==> src/rtl/vram_arbiter_pkg.sv <==
// Shared definitions for the video RAM arbiter: VRAM geometry, CPU-side FSM
// state codes and the blanking-window helper.
package vram_arbiter_pkg;

    localparam int VRAM_ADDR_W = 13;
    localparam int VRAM_DATA_W = 8;

    typedef enum logic [1:0] {
        ST_IDLE    = 2'd0,
        ST_DATA    = 2'd1,
        ST_RELEASE = 2'd2
    } state_t;

    // True when the CPU may use a free RAM cycle given the raster window.
    function automatic logic cpu_window(input logic blank_only, input logic vid_active);
        return !blank_only || !vid_active;
    endfunction

endpackage

==> src/rtl/vram_arbiter.sv <==
// Single-port VRAM arbiter: raster fetch always wins the address bus; CPU
// accesses are slotted into free cycles with a req/ack handshake.
module vram_arbiter
    import vram_arbiter_pkg::*;
#(
    parameter int ADDR_W     = VRAM_ADDR_W,
    parameter int DATA_W     = VRAM_DATA_W,
    parameter bit BLANK_ONLY = 1'b0
) (
    input  logic              clk,
    input  logic              reset,
    input  logic              vid_req,
    input  logic [ADDR_W-1:0] vid_addr,
    input  logic              vid_active,
    output logic              vid_valid,
    output logic [DATA_W-1:0] vid_rdata,
    input  logic              cpu_req,
    input  logic              cpu_we,
    input  logic [ADDR_W-1:0] cpu_addr,
    input  logic [DATA_W-1:0] cpu_wdata,
    output logic              cpu_ack,
    output logic [DATA_W-1:0] cpu_rdata,
    output logic [ADDR_W-1:0] ram_addr,
    output logic              ram_we,
    output logic [DATA_W-1:0] ram_wdata,
    input  logic [DATA_W-1:0] ram_rdata
);

    state_t            state_reg, state_next;
    logic [ADDR_W-1:0] addr_hold_reg;
    logic              vid_valid_reg;
    logic              op_read_reg;
    logic [DATA_W-1:0] cpu_rdata_reg;

    logic              grant;
    logic              ack_now;
    logic              read_ack;

    // Reset gates the grant so a request held through reset can never write.
    assign grant = (state_reg == ST_IDLE) && cpu_req && !vid_req &&
                   cpu_window(BLANK_ONLY, vid_active) && !reset;

    assign ack_now  = (state_reg == ST_DATA) && !reset;
    assign read_ack = ack_now && op_read_reg;

    always_comb begin
        state_next = state_reg;
        case (state_reg)
            ST_IDLE:    if (grant)    state_next = ST_DATA;
            ST_DATA:                  state_next = ST_RELEASE;
            ST_RELEASE: if (!cpu_req) state_next = ST_IDLE;
            default:                  state_next = ST_IDLE;
        endcase
    end

    always_ff @(posedge clk) begin
        if (reset) begin
            state_reg <= ST_IDLE;
        end else begin
            state_reg <= state_next;
        end
    end

    // Address mux: raster first, then a granted CPU access, else hold the bus.
    always_comb begin
        ram_addr = addr_hold_reg;
        if (reset) begin
            ram_addr = '0;
        end else if (vid_req) begin
            ram_addr = vid_addr;
        end else if (grant) begin
            ram_addr = cpu_addr;
        end
    end

    assign ram_we    = grant && cpu_we;
    assign ram_wdata = cpu_wdata;

    always_ff @(posedge clk) begin
        if (reset) begin
            addr_hold_reg <= '0;
            vid_valid_reg <= 1'b0;
            op_read_reg   <= 1'b0;
            cpu_rdata_reg <= '0;
        end else begin
            addr_hold_reg <= ram_addr;
            vid_valid_reg <= vid_req;
            if (grant) begin
                op_read_reg <= !cpu_we;
            end
            if (read_ack) begin
                cpu_rdata_reg <= ram_rdata;
            end
        end
    end

    assign vid_valid = vid_valid_reg;
    assign vid_rdata = ram_rdata;
    assign cpu_ack   = ack_now;

    // RAM data arrives in the ack cycle itself, so pass it through then and
    // hold the captured copy afterwards.
    assign cpu_rdata = read_ack ? ram_rdata : cpu_rdata_reg;

endmodule

==> config.mk <==
export PLATFORM = sky130hd
export DESIGN_NAME = vram_arbiter
export DESIGN_NICKNAME = d
export VERILOG_FILES = /design/src/rtl/vram_arbiter_pkg.sv /design/src/rtl/vram_arbiter.sv
export SDC_FILE = /design/constraint.sdc
export NUM_CORES = 1
export LEC_CHECK = 0
export BUFFER_PORTS_ARGS = -buffer_cell sky130_fd_sc_hd__buf_2
export CAP_MARGIN = 30
export CELL_PAD_IN_SITES_DETAIL_PLACEMENT = 1
export CELL_PAD_IN_SITES_GLOBAL_PLACEMENT = 1
export CORE_MARGIN = 2
export CORE_UTILIZATION = 34
export CTS_CLUSTER_SIZE = 16
export DETAILED_ROUTE_END_ITERATION = 10
export HOLD_SLACK_MARGIN = 0.05
export PLACE_DENSITY_LB_ADDON = 0.1
export SYNTH_ARGS = -nofsm -noshare
export SYNTH_HDL_FRONTEND = slang
export SYNTH_SLANG_ARGS = --single-unit
==> constraint.sdc <==
create_clock -name clk -period 4.4 [get_ports clk]
set_input_delay 1.1 -clock clk [delete_from_list [all_inputs] [get_ports clk]]
set_output_delay 1.1 -clock clk [all_outputs]
set_load 0.005 [all_outputs]
Yosys cells after proc, flatten, opt, wreduce, memory -nomap -nowiden
Index checks and enable logic that the tools add are counted.

Input bits: 48. Output and inout bits: 40. Register bits after elaboration: 25.

Mux-type cells: 7. Reductions and logical operators: 11. Eq/ne operators: 4.

Operators by type and width (number): 2-to-1 mux 13 bit (3); 2-to-1 mux 8 bit (1); logical AND 1 bit (6); one-hot mux 2 bit (3 select lines) (1); 2-to-1 mux 2 bit (2); != test 2 bit, second input constant (2); zero test 1 bit (3); equality test 2 x 1 -> 1 bit, second input constant (1); equality test 2 bit, second input constant (1); zero test 2 bit (1); AND reduction 2 bit (1).

Logic depth before layout (Yosys ltp)
Depth in word-level cells: 7. Depth in mapped cells: 5. Gate-level depth less buffers: 3.

Least setup slack after synthesis
OpenSTA, ideal clock, no wires.

Kind: in2out. From: input port vid_req. To: output port ram_addr[0]. Data arrival time: 2.121 ns. Stages on the path: 4. Path buffers: 2. Path slack: 1.179 ns. Cell sequence: buf_2 -> buf_2 -> nor3_1 -> a2111oi_0.

Cells in the longest elaborated chain, start to end: 6.

RTL lines: start: declaration (RTL line vram_arbiter.sv:12) `input logic vid_req,`; zero test 1 bit (RTL line vram_arbiter.sv:40) `assign grant = (state_reg == ST_IDLE) && cpu_req && !vid_req &&`; logical AND 1 bit (RTL line vram_arbiter.sv:40); logical AND 1 bit (RTL line vram_arbiter.sv:41) `cpu_window(BLANK_ONLY, vid_active) && !reset;`; 2-to-1 mux 13 bit (RTL line vram_arbiter.sv:71) `end else if (grant) begin`; 2-to-1 mux 13 bit * (RTL line vram_arbiter.sv:69) `end else if (vid_req) begin`; 2-to-1 mux 13 bit * (RTL line vram_arbiter.sv:67) `if (reset) begin`; end: declaration (RTL line vram_arbiter.sv:23) `output logic [ADDR_W-1:0] ram_addr,`.

Every way passes the cells marked *; elsewhere a longest branch is shown, timed or not.

Worst setup path in the final report
From: input port reset. To: output port ram_addr[10].

Cells in the longest elaborated chain, start to end: 5.

RTL lines: start: declaration (RTL line vram_arbiter.sv:11) `input logic reset,`; zero test 1 bit (RTL line vram_arbiter.sv:41); logical AND 1 bit (RTL line vram_arbiter.sv:41); 2-to-1 mux 13 bit (RTL line vram_arbiter.sv:71); 2-to-1 mux 13 bit (RTL line vram_arbiter.sv:69); 2-to-1 mux 13 bit * (RTL line vram_arbiter.sv:67).

Marks and branches as above.

==> impl_metrics.ini <==
[grt]
antenna_found_initial = 0
grt_max_degree = 39
grt_pass1_wl_um = 5910
track_usage_pct = 14.2
grt_pass1_vias = 1287
overflow = 0

[timing]
tightest_slew_ps = 566
setup_tns_ps = 0
fmax_mhz = 268
hold_viol = 0
period_share_pct = 84.8
fin_crit_ps = 3730
worst_slack_ps = 669
maxSlewViolCount = 0
rsz0062_at_grt = no
skew_ps = 2.68
slew-limit-headroom_pct = 62.2
setup_viol = 0

[detailed_routing]
vias = 1314
drt_first_pass_iters = 3
viasPerCell = 5.28
drt_iter0_markers = 48
wl_per_cell_um = 14.2
drt-total-wl_um = 3530
ant_nets = 0
drc = 0

[clock_tree]
cts-root-buf = clkbuf_8
cts_sinks = 25
post_cts.repair.setup_buffers = 0
tritoncts = built
cts-resized-gates = 0
numCtsBuffers = 3
insertion_delay_ps = 270
cts-htree-levels = 1
holdBufCountCts = 0
clk_path_buf_depth = 2
clk_pin_slew_ps = 90

[synth]
synth_commonest_cells = 25 x dfxtp_1, 18 x nor3_1, 16 x a2111oi_2, 16 x buf_4, 14 x inv_1
yosys-top-cells-area = dfxtp_1 32%, a2111oi_2 16%, nor3_4 8.4%, buf_4 7.8%, nor3_1 5.8%
synth_seq_area_share_pct = 32.5
async_flop_share_pct = 0
synth_nets = 197
yosys.area.top_type = dfxtp_1
post-synth-top-count-cell = dfxtp_1
synth_area_sq_mm = 0.00154
synth_edf_count = 0
yosysWarningCount = 0
ys_seq_elements = 25
synthCells = 149
yosysTopAreaCellShare_pct = 32.5
avgSynthCellArea_sq_um = 10.3
yosysUniqueCellTypes = 23
synth_top_flop_cell = dfxtp_1

[placement]
portBuffers = 70
dp_slack_ps = 632
hpwl_um = 2670
dpl.cell_count = 245
place_congestion = 0.698

[floorplan]
io_pins = 88
core_sq_mm = 0.00435
die_width_um = 71.3
initial_core_util_pct = 35.4
die_y_um = 71.3
die_area_sq_mm = 0.00509
num_rows = 24

[worst_setup_path]
path_max_fanout = 8
worstSetupPathType = in -> out
regToRegStartpoint = state_reg[1]$_SDFFE_PP0P_
arrival_ps = 2630
crit_start = reset
critical_path.endpoint_type = primary output
critPathLaunchType = input port
required_ps = 3300

[power]
max-vdd-ir-drop_uv = 161
cellPowerDensity_mw_per_mm2 = 266
p_leak_nw = 0.829

[finish]
syn_to_final_growth_pct = 19.5
antenna_cells = 0
largest_register_ffs = 13
fin_nets = 246
layout-drive-gt1-share_pct = 56.9
n_fill_cell = 525
final_cells = 249

[min_path]
hold_path.class = reg -> reg
min_from = op_read_reg$_SDFFE_PP0P_

[outcome]
run_status = completed

[flow_run]
cap_viol_max_count = 0
cell type report:
class | instances | area [sq um] | area share, %
repair buffers | 74 | 393 | 21.3
flip-flops and latches | 25 | 500 | 27.2
well taps | 52 | 65.1 | 3.53
multi-input cells | 80 | 785 | 42.6
clock buffers | 3 | 41.3 | 2.24
inverters | 14 | 52.6 | 2.85
clock inverters | 1 | 5.00 | 0.272
critical path, cell delays in order:
cell and delay (ps):
buf_2 130, or4b_1 690, buf_4 300, nor3_4 170
a2111oi_2 70, buf_2 170
per-stage QoR:
step	total power (W)	area [sq um]	utilization [%]	hold WS, ps
2_1_floorplan	0.000325	1540	-	484
3_3_place_gp	0.000353	1800	41.2	502
3_5_place_dp	0.000358	1800	41.2	513
4_1_cts	0.000500	1840	42.3	532
5_1_grt	0.000522	1840	42.3	550
6_report	0.000490	1840	42.3	528
logic make-up (layout without fill, tap and decap cells):
kind of cell / Yosys count / in the layout / synth area share (%)
buffers and inverters: 44 / 92 / 16.6
muxes: 8 / 8 / 5.84
and+or+nand+nor: 44 / 44 / 23.1
DFF: 25 / 25 / 32.5
AOI/OAI and AO/OA: 28 / 28 / 21.9
placed cells by master (no fill, tap or decap), types with 2 or more instances in the layout:
cell type	count
a21oi_1	2
dfxtp_1	25
nor2b_1	8
a2111oi_2	16
inv_1	14
nor3_1	18
buf_4	3
a2111oi_0	10
mux2_2	8
nor2_1	3
nor3_4	8
buf_2	70
clkbuf_8	3
path summary, 6_finish.rpt:
| kind | endpoint | slack [ps] | cells after the start |
|---|---|---|---|
| worst min register to register | op_read_reg$_SDFFE_PP0P_ | 530 | 2 |
| worst max register to register | addr_hold_reg[10]$_SDFF_PP0_ | 2600 | 4 |
| worst max-delay path | ram_addr[10] | 670 | 6 |
| worst min-delay path | op_read_reg$_SDFFE_PP0P_ | 530 | 2 |
power breakdown:
group	switching [W]	total [W]	internal (W)
Combinational	0.0000596	0.000108	0.0000487
Clock	0.0000762	0.000140	0.0000634
Sequential	0.00000420	0.000242	0.000238
Total	0.000140	0.000490	0.000350
metal layers:
metal  part of all wire [%]  track usage, %  wire length (um)
met1                     41            17.3              1460
met5                      0               0                 0
met2                     51            24.8              1790
met4                    1.2            3.56                41
met3                    6.7            3.66               235
Note: power is estimated with default switching activity, not from simulation.
